--- src/rtl/pattern_tx_pkg.sv ---
// rtl/pattern_tx_pkg.sv - shared state encoding for the serial pattern transmitter
package pattern_tx_pkg;

  localparam int STATE_W = 3;

  typedef enum logic [STATE_W-1:0] {
    IDLE = 3'b000,
    SEND = 3'b001,
    DONE = 3'b010
  } state_t;

endpackage

--- src/rtl/pattern_tx_piso_shreg.sv ---
// rtl/pattern_tx_piso_shreg.sv - W-bit parallel-in/serial-out register, MSB out first
module piso_shreg #(
  parameter int W = 8
) (
  input  logic         clk,
  input  logic         reset,
  input  logic         load,
  input  logic         shift,
  input  logic [W-1:0] din,
  output logic         sout
);

  logic [W-1:0] q;

  // load wins over shift; vacated LSBs fill with zero
  always_ff @(posedge clk) begin
    if (reset) begin
      q <= '0;
    end else if (load) begin
      q <= din;
    end else if (shift) begin
      q <= q << 1;
    end
  end

  assign sout = q[W-1];

endmodule

--- src/rtl/pattern_tx.sv ---
// rtl/pattern_tx.sv - loads a parallel pattern on start and shifts it out MSB-first on x
module pattern_tx
  import pattern_tx_pkg::*;
#(
  parameter int   W          = 8,
  parameter int   LW         = $clog2(W + 1),
  parameter logic IDLE_LEVEL = 1'b0
) (
  input  logic               CLK,
  input  logic               RESET,
  input  logic               start,
  input  logic [W-1:0]       pattern,
  input  logic [LW-1:0]      len,
  output logic               x,
  output logic               valid,
  output logic               busy,
  output logic               done,
  output logic [STATE_W-1:0] S
);

  state_t        state_q, state_d;
  logic [LW-1:0] cnt_q, cnt_d;
  logic [LW-1:0] eff_len;
  logic          load, shift, sout;

  assign eff_len = (len > LW'(W)) ? LW'(W) : len;

  always_comb begin
    state_d = state_q;
    cnt_d   = cnt_q;
    load    = 1'b0;
    shift   = 1'b0;
    case (state_q)
      IDLE: begin
        if (start) begin
          if (eff_len != '0) begin
            load    = 1'b1;
            cnt_d   = eff_len;
            state_d = SEND;
          end else begin
            state_d = DONE;
          end
        end
      end
      SEND: begin
        shift = 1'b1;
        cnt_d = cnt_q - LW'(1);
        if (cnt_q == LW'(1)) begin
          state_d = DONE;
        end
      end
      DONE:    state_d = IDLE;
      default: state_d = IDLE;
    endcase
  end

  always_ff @(posedge CLK) begin
    if (RESET) begin
      state_q <= IDLE;
      cnt_q   <= '0;
    end else begin
      state_q <= state_d;
      cnt_q   <= cnt_d;
    end
  end

  piso_shreg #(.W(W)) u_shreg (
    .clk   (CLK),
    .reset (RESET),
    .load  (load),
    .shift (shift),
    .din   (pattern),
    .sout  (sout)
  );

  // every output is a decode of registered state or the registered shreg MSB
  assign valid = (state_q == SEND);
  assign done  = (state_q == DONE);
  assign busy  = (state_q != IDLE);
  assign x     = valid ? sout : IDLE_LEVEL;
  assign S     = state_q;

endmodule

--- config.mk ---
export PLATFORM = sky130hd
export DESIGN_NAME = pattern_tx
export DESIGN_NICKNAME = d
export VERILOG_FILES = /design/src/rtl/pattern_tx_pkg.sv /design/src/rtl/pattern_tx_piso_shreg.sv /design/src/rtl/pattern_tx.sv
export SDC_FILE = /design/constraint.sdc
export NUM_CORES = 1
export LEC_CHECK = 0
export ABC_AREA = 0
export BUFFER_PORTS_ARGS = -buffer_cell sky130_fd_sc_hd__clkbuf_2
export CORE_MARGIN = 3
export CORE_UTILIZATION = 50
export CTS_CLUSTER_SIZE = 40
export DETAILED_ROUTE_END_ITERATION = 8
export PLACE_DENSITY = 0.77
export SYNTH_ARGS = -nofsm -noshare
export SYNTH_HDL_FRONTEND = slang
export SYNTH_HIERARCHICAL = 1
export SYNTH_SLANG_ARGS = --single-unit
--- constraint.sdc ---
create_clock -name CLK -period 1.5 [get_ports CLK]
set_input_delay 0.075 -clock CLK [delete_from_list [all_inputs] [get_ports CLK]]
set_output_delay 0.075 -clock CLK [all_outputs]
set_load 0.01 [all_outputs]
# ---- Yosys cells after proc, flatten, opt, wreduce, memory -nomap -nowiden
# Cells that the tools add are included.
dict set report word_totals {
  reg_bits 15
  wordCells 33
}
dict set report op_classes {
  n_addsub 1
  order_cmp 1
  eq_ne 6
  muxes 15
  reduce_logical 7
}
# op count
set ops {}
lappend ops {{8-bit two-way mux} 2}
lappend ops {{4-bit two-way mux} 3}
lappend ops {{4-bit one-hot mux with 2 select lines} 1}
lappend ops {{3-bit two-way mux} 2}
lappend ops {{3-bit one-hot mux with 2 select lines} 1}
lappend ops {{1-bit two-way mux} 5}
lappend ops {{4-bit by 1-bit equality test with 1-bit output, second input constant} 1}
lappend ops {{4-bit greater-than comparator, second input constant} 1}
lappend ops {{2-bit != test, second input constant} 2}
lappend ops {{2-bit nonzero test} 2}
lappend ops {{4-bit nonzero test} 1}
lappend ops {{4-bit by 1-bit subtractor with 4-bit output, second input constant} 1}
lappend ops {{3-bit by 1-bit equality test with 1-bit output, second input constant} 1}
lappend ops {{3-bit by 2-bit equality test with 1-bit output, second input constant} 1}
lappend ops {{3-bit logical NOT} 1}
lappend ops {{3-bit AND reduction} 1}
lappend ops {{3-bit nonzero test} 1}
lappend ops {{2-bit two-way mux} 1}
lappend ops {{2-bit by 1-bit != test with 1-bit output, second input constant} 1}
lappend ops {{2-bit AND reduction} 1}

# ---- Logic depth before layout (Yosys ltp)
# Gate-level depths: netlist of the first run.
dict set report depth {
  depth_word 7
  mapped_depth 6
}

# ---- Hierarchy
# Netlist of the first run, hierarchy kept.
# mod n_inst cells_per_inst area_each_um2 seq_area_each_um2
set by_module_without_submodules {}
lappend by_module_without_submodules {pattern_tx 1 55 471.7 120.1}
lappend by_module_without_submodules {piso_shreg 1 35 369.1 160.2}

# ---- Least setup slack after synthesis of the first run
# Ideal clock, no wire load.
dict set report synth_path {
  kind {reg-to-reg}
  start {register state_q[1] (netlist: S[1])}
  end {register u_shreg.q[0]}
  arrival_time_ns 1.369
  required_ns 1.430
  path_slack_ns 0.061
  stages_incl_launch_ff 7
  n_path_buf 2
  period_less_slack_ns 1.439
  path_cell_list {dfxtp_1 buf_4 nand2b_1 inv_1 buf_6 or3b_1 a21oi_1}
}
dict set report synth_between {
  elab_chain_cells 3
  word_cells_on_any_way 6
  classes_between {eq/ne: 1; mux: 3; reduce/logical: 2}
}
# item line
set synth_rtl {}
lappend synth_rtl {{start: declaration} pattern_tx.sv:21} ;# state_t state_q, state_d;
lappend synth_rtl {{start signal: assignment} pattern_tx.sv:62} ;# state_q <= state_d;
lappend synth_rtl {{3-bit by 1-bit equality test with 1-bit output} n/a}
lappend synth_rtl {{via valid} pattern_tx.sv:15} ;# output logic valid,
lappend synth_rtl {{1-bit two-way mux} pattern_tx.sv:33} ;# case (state_q)
lappend synth_rtl {{2-bit nonzero test (no line)} n/a}
lappend synth_rtl {{end signal: assignment} pattern_tx_piso_shreg.sv:20} ;# q <= din;
lappend synth_rtl {{end signal: assignment} pattern_tx_piso_shreg.sv:22} ;# q <= q << 1;
lappend synth_rtl {{end: declaration} pattern_tx_piso_shreg.sv:13} ;# logic [W-1:0] q;
# The timed path passes the listed nets, and every way through them passes these cells.
# A chain may end at the register's enable or synchronous reset.

# ---- Final worst setup path of the first run
dict set report layout_path {
  start {register state_q[1] (netlist: S[1])}
  end {output port x}
}
dict set report layout_between {
  elab_chain_cells 2
}
# item line
set layout_rtl {}
lappend layout_rtl {{3-bit by 1-bit equality test with 1-bit output} pattern_tx.sv:77} ;# assign valid = (state_q == SEND);
lappend layout_rtl {{1-bit two-way mux} pattern_tx.sv:80} ;# assign x = valid ? sout : IDLE_LEVEL;
lappend layout_rtl {{end: declaration} pattern_tx.sv:14} ;# output logic x,
# No other way between the ends.

==> flow_metrics.env, run 1 <==
export IMPL_critPathMaxFanout=7
export IMPL_cts_buffer_depth=2
export IMPL_synth_seq_cells=14
export IMPL_ys_seq_area_share_pct=33.33
export IMPL_antenna_cells=0
export IMPL_dr_pass1_iters=4
export IMPL_setup_viol_count_final=0
export IMPL_grt_pass1_vias=658
export IMPL_drc=0
export IMPL_period_minus_slack_ns=1.400
export IMPL_postSynth_asyncResetShare_pct=0
export IMPL_portBuffers=20
export IMPL_synth_cell_area_um2=840.8
export IMPL_power_density_nw_per_um2=924.9
export IMPL_worstHoldPathType="input pin to flip-flop"
export IMPL_insertion_delay_ns=0.27
export IMPL_numCtsBuffers=3
export IMPL_cts_sinks=14
export IMPL_grt_util_all_layers_pct=18.91
export IMPL_cp_cell_sequence="nand2b_1 -> inv_1 -> buf_4 -> and2_1 -> clkbuf_2"
export IMPL_hold_start="pattern[0]"
export IMPL_cp_top_family="flip-flops"
export IMPL_start_util_pct=54.55
export IMPL_path_class="flip-flop to output pin"
export IMPL_post_drt_via_cell_ratio=5.542
export IMPL_place_gp_congestion=0.8279
export IMPL_maxCapViolCount=0
export IMPL_syn_num_nets=107
export IMPL_slowest_delay_ns=0.38
export IMPL_core_area_um2=1541
export IMPL_post_route_period_util_pct=93.32
export IMPL_swShare_pct=30.76
export IMPL_cts_tree="done"
export IMPL_die_area_um2=2209
export IMPL_yosys_cell_types_count=37
export IMPL_setup_tns_ns=0
export IMPL_clock_power_share_pct=22.4
export IMPL_synth_area_per_cell_um2=9.342
export IMPL_power_switching_mw=0.2834
export IMPL_hold_buffers=0
export IMPL_drt_iter0_drc=31
export IMPL_antenna_found_initial=0
export IMPL_finalNetCount=134
export IMPL_synth_flop_cell="dfxtp_1"
export IMPL_rrSetupSlack_ns=0.20
export IMPL_p_seq_share_pct=48.0
export IMPL_chipWidth_um=47.01
export IMPL_design_portCount=22
export IMPL_reg2reg_depth=4
export IMPL_status="completed"
export IMPL_drive_above_1_share_pct=32.17
export IMPL_root_buffer="clkbuf_4"
export IMPL_yosys_warnings=6
export IMPL_wl_per_cell_um=13.69
export IMPL_rsz0062_at_grt="false"
export IMPL_min_path_cells=3
export IMPL_hold_viol=0
export IMPL_cp_required_ns=1.42
export IMPL_worstSetupStartpointType="flip-flop"
export IMPL_gr_total_overflow=0
export IMPL_die_h_um=47.01
export IMPL_r2r_end="S[0]"
export IMPL_postSynthCellCount=90
export IMPL_grt_first_pass_wirelength_um=2911
export IMPL_p_leak_nw=0.4415
export IMPL_arrival_ns=1.32
export IMPL_clock_fmax_mhz=714.4
export IMPL_p_comb_share_pct=29.7
export IMPL_htreeDepth=1
export IMPL_drv_slew=0
export IMPL_clk_pin_slew_worst_paths_ns=0.08
export IMPL_fin_hold_ws_ns=0.05513
export IMPL_cp_slowest_cell="dfxtp_2"
export IMPL_fill_cells=129
export IMPL_min_delay_worst_endpoint="u_shreg/q[0]"
export IMPL_drt_antenna_violating_nets=0
export IMPL_ir_drop_v=0.0004549
export IMPL_p_int_mw=0.6378
export IMPL_areaGrowthSynthToFinish_pct=18.45
export IMPL_rows=14
export IMPL_endpoint_kind="output pin"
export IMPL_grt_max_degree=17
export IMPL_wl_um=1793
export IMPL_cts_setup_buffers=0
export IMPL_num_vias=726
export IMPL_reg2reg_from="cnt_q[0]"
export IMPL_clock_skew_ns=0.0004441
export IMPL_synth_edf_count=0
export IMPL_crit_cells=5
export IMPL_dp_hpwl_um=1388
export IMPL_path_buf_inv=3
-- cells by family after synthesis --
| kind of cell | after synthesis | share of synthesized area [%] |
|---|---|---|
| multiplexers | 7 | 8.334 |
| buffers and inverters | 12 | 7.886 |
| other | 1 | 0.4460 |
| AO/OA/AOI/OAI | 21 | 23.96 |
| flip-flops | 14 | 33.33 |
| AND/OR/NAND/NOR | 33 | 23.07 |
| adder cells (fa/ha/maj) | 2 | 2.976 |
-- power by group through the flow --
stage          clock network (mW)  registers, mW  logic, mW
3_5_place_dp                    0          0.450      0.267
4_1_cts                     0.215          0.441      0.270
5_1_grt                     0.231          0.447      0.300
2_1_floorplan                   0          0.445      0.182
3_3_place_gp                    0          0.449      0.263
6_report                    0.206          0.442      0.273
-- Yosys cell counts (2+ instances only) --
cell / number / share of area, %
dfxtp_1: 14 / 33
nor2b_1: 11 / 8.2
a211oi_1: 7 / 6.2
inv_1: 7 / 3.1
mux2i_1: 7 / 8.3
nor2_1: 5 / 2.2
nand2_1: 4 / 1.8
a31oi_1: 2 / 1.5
buf_4: 2 / 1.8
ha_1: 2 / 3.0
nand3_1: 2 / 1.2
nor3b_1: 2 / 1.8
-- worst max-delay path by stage --
stage	startpoint	slack [ns]	end
floorplan	S[1]	0.06	u_shreg/q[0]
global placement	len[0]	0.19	u_shreg/q[0]
detailed placement	len[0]	0.16	u_shreg/q[0]
CTS	S[1]	0.02	x
global route	S[1]	0.01	x
finish	S[1]	0.10	x
-- through the flow --
step                setup WS (ns)  power [mW]  cell area, µm²  instances  utilization [%]
floorplan                 0.06146      0.6277           840.8         90                -
global placement           0.1857      0.7118           969.7        128            62.91
detailed placement         0.1648      0.7173           969.7        128            62.91
CTS                       0.01914      0.9258           992.2        131            64.37
global route              0.01010      0.9787           996.0        131            64.61
finish                     0.1001      0.9212           996.0        131            64.61
-- worst register-to-register path, stage by stage (launching register included) --
cell     delay [ns]
dfxtp_1        0.44
ha_1           0.18
nor3b_1        0.29
o22ai_1        0.13
nor2b_1        0.14
-- per-layer routing --
layer | wire (µm) | vias up | GRT usage [%]
met3 | 71 | 0 | 4.598
met2 | 784 | 17 | 26.29
met5 | 0 | - | 0
li1 | - | 371 | -
met1 | 937 | 338 | 27.42
met4 | 0 | 0 | 8.287
-- sequential cells by signal, indices dropped and copies added, names as in the netlist --
| register | cells |
|---|---|
| u_shreg/q | 8 |
| S | 2 |
| cnt_q | 4 |
-- cell type report --
cell class	count	area [µm²]	share of cell area, %
clock buffers	3	22.52	2.261
inverters	8	30.03	3.015
flip-flops and latches	14	281.5	28.27
well taps	16	20.02	2.010
repair buffers	26	145.1	14.57
multi-input cells	64	496.7	49.87
-- timing repair --
action / CTS / global route
resized for setup: 0 / 2
setup endpoints to repair: 0 / 5
hold endpoints to repair: 0 / 0
-- cells in the final DEF, fill, tap and decap left out, types with 2 or more instances in the layout --
| cell | instances |
|---|---|
| clkbuf_4 | 3 |
| ha_1 | 2 |
| mux2i_1 | 7 |
| buf_4 | 6 |
| dfxtp_1 | 13 |
| nor3b_1 | 2 |
| a31oi_1 | 2 |
| inv_1 | 7 |
| a211oi_1 | 7 |
| nor2_2 | 2 |
| nand3_1 | 2 |
| clkbuf_2 | 20 |
| nor2_1 | 4 |
| nand2_1 | 4 |
| nor2b_1 | 11 |
No activity file was read; power rests on OpenSTA's default activity.
==> run 2, diff against run 1 <==
--- a/config.mk
+++ b/config.mk
@@ -8,10 +8,10 @@
 export ABC_AREA = 0
 export BUFFER_PORTS_ARGS = -buffer_cell sky130_fd_sc_hd__clkbuf_2
 export CORE_MARGIN = 3
-export CORE_UTILIZATION = 50
+export CORE_UTILIZATION = 54
 export CTS_CLUSTER_SIZE = 40
 export DETAILED_ROUTE_END_ITERATION = 8
-export PLACE_DENSITY = 0.77
+export PLACE_DENSITY = 0.82
 export SYNTH_ARGS = -nofsm -noshare
 export SYNTH_HDL_FRONTEND = slang
 export SYNTH_HIERARCHICAL = 1
==> constraint.sdc (replaced) <==
create_clock -name CLK -period 1.71 [get_ports CLK]
set_input_delay 0.342 -clock CLK [delete_from_list [all_inputs] [get_ports CLK]]
set_output_delay 0.342 -clock CLK [all_outputs]
set_load 0.01 [all_outputs]
==> flow_metrics.env, run 2 (synthesized netlist as in run 1, its figures left out) <==
export IMPL_place_gp_congestion=0.8468
export IMPL_num_vias=758
export IMPL_power_density_nw_per_um2=824.3
export IMPL_postPlaceCellArea_um2=953.4
export IMPL_drive_above_1_share_pct=31.86
export IMPL_cp_required_ns=1.37
export IMPL_arrival_ns=1.25
export IMPL_min_path_cells=3
export IMPL_utilization_pct=70.77
export IMPL_post_drt_via_cell_ratio=5.922
export IMPL_cp_top_family="flip-flops"
export IMPL_cts_tree="done"
export IMPL_critPathMaxFanout=10
export IMPL_wl_per_cell_um=14.50
export IMPL_antenna_found_initial=0
export IMPL_fin_area_um2=978.4
export IMPL_placedCellCount=125
export IMPL_path_class="flip-flop to output pin"
export IMPL_swShare_pct=31.44
export IMPL_drt_antenna_violating_nets=0
export IMPL_endpoint_kind="output pin"
export IMPL_cts_sinks=14
export IMPL_path_buf_inv=2
export IMPL_core_area_um2=1383
export IMPL_clock_power_share_pct=23.0
export IMPL_maxCapViolCount=0
export IMPL_clock_skew_ns=0.005974
export IMPL_drv_slew=0
export IMPL_start_util_pct=60.81
export IMPL_cp_cell_sequence="nand2b_1 -> inv_2 -> and2_1 -> clkbuf_2"
export IMPL_p_leak_nw=0.4296
export IMPL_setup_tns_ns=0
export IMPL_slowest_delay_ns=0.44
export IMPL_power_switching_mw=0.2536
export IMPL_htreeDepth=1
export IMPL_p_seq_share_pct=48.7
export IMPL_grt_util_all_layers_pct=20.50
export IMPL_post_route_period_util_pct=92.83
export IMPL_p_int_mw=0.5530
export IMPL_cts_setup_buffers=0
export IMPL_period_minus_slack_ns=1.587
export IMPL_dp_hpwl_um=1383
export IMPL_numCtsBuffers=3
export IMPL_root_buffer="clkbuf_4"
export IMPL_fin_hold_ws_ns=0.2890
export IMPL_antenna_cells=0
export IMPL_chipWidth_um=45.46
export IMPL_drc=0
export IMPL_grt_pass1_vias=713
export IMPL_dr_pass1_iters=7
export IMPL_setup_viol_count_final=0
export IMPL_drt_iter0_drc=32
export IMPL_finalNetCount=132
export IMPL_die_area_um2=2067
export IMPL_hold_viol=0
export IMPL_cts_buffer_depth=2
export IMPL_clk_pin_slew_worst_paths_ns=0.09
export IMPL_finalWorstSetupSlack_ns=0.1227
export IMPL_insertion_delay_ns=0.27
export IMPL_design_portCount=22
export IMPL_hold_buffers=0
export IMPL_final_common_cell="clkbuf_2"
export IMPL_worstSetupStartpointType="flip-flop"
export IMPL_wl_um=1856
export IMPL_p_comb_share_pct=28.3
export IMPL_cts_resized=1
export IMPL_dpl_worst_slack_ns=0.1499
export IMPL_ir_drop_v=0.0005046
export IMPL_largest_reg_flops=8
export IMPL_rsz0062_at_grt="false"
export IMPL_portBuffers=20
export IMPL_layout_cells_non_filler=128
export IMPL_die_h_um=45.46
export IMPL_power_total_mw=0.8066
export IMPL_rows=13
export IMPL_top_register="u_shreg/q"
export IMPL_status="completed"
export IMPL_areaGrowthSynthToFinish_pct=16.37
export IMPL_worstHoldPathType="input pin to flip-flop"
export IMPL_clock_fmax_mhz=630.0
export IMPL_grt_first_pass_wirelength_um=3118
export IMPL_gr_total_overflow=0
export IMPL_cp_slowest_cell="dfxtp_2"
export IMPL_grt_max_degree=17
export IMPL_reg2reg_depth=6
export IMPL_mostFrequentLayoutCells="clkbuf_2 (20), dfxtp_1 (12), nor2b_1 (11)"
export IMPL_crit_cells=4
[run 2: cell count changes in the layout (fill, tap and decap cells not counted)]
cell,before,now
buf_4,6,4
dfxtp_1,13,12
dfxtp_2,1,2
inv_1,7,6
inv_2,1,2
nor2_1,4,5
nor2_2,2,1
[run 2: path summary, 6_finish.rpt]
| path | from | end | slack, ns |
|---|---|---|---|
| max | S[0] | x | 0.12 |
| min | pattern[0] | u_shreg/q[0] | 0.29 |
| max reg2reg | S[0] | u_shreg/q[1] | 0.28 |
| min reg2reg | cnt_q[1] | cnt_q[1] | 0.52 |
[run 2: power groups by stage]
stage	Clock, mW	Combinational, mW	Sequential (mW)
finish	0.185	0.228	0.393
global route	0.204	0.250	0.397
CTS	0.187	0.227	0.392
detailed placement	0	0.226	0.398
global placement	0	0.217	0.397
floorplan	0	0.160	0.391
[run 2: layer usage]
| layer | up-vias | GRT usage, % | part of all wire [%] |
|---|---|---|---|
| met1 | 348 | 30.05 | 45 |
| met3 | 2 | 4.348 | 8.7 |
| met5 | - | 0 | 0 |
| met2 | 33 | 29.25 | 46 |
| met4 | 0 | 7.018 | 0.65 |
| li1 | 375 | - | - |
[run 2: worst reg2reg max path: cells and delay by family (launching register included)]
kind                   cells  cell delay, ns
buffers and inverters      3            0.39
flip-flops                 1            0.38
AND/OR/NAND/NOR            2            0.32
AO/OA/AOI/OAI              1            0.24
[run 2: area by class of cell]
cell class | instances | area [µm²]
multi-input cells | 64 | 494.2
fillers | 116 | 404.1
flip-flops and latches | 14 | 282.8
repair buffers | 24 | 130.1
inverters | 8 | 30.03
clock buffers | 3 | 22.52
well taps | 15 | 18.77
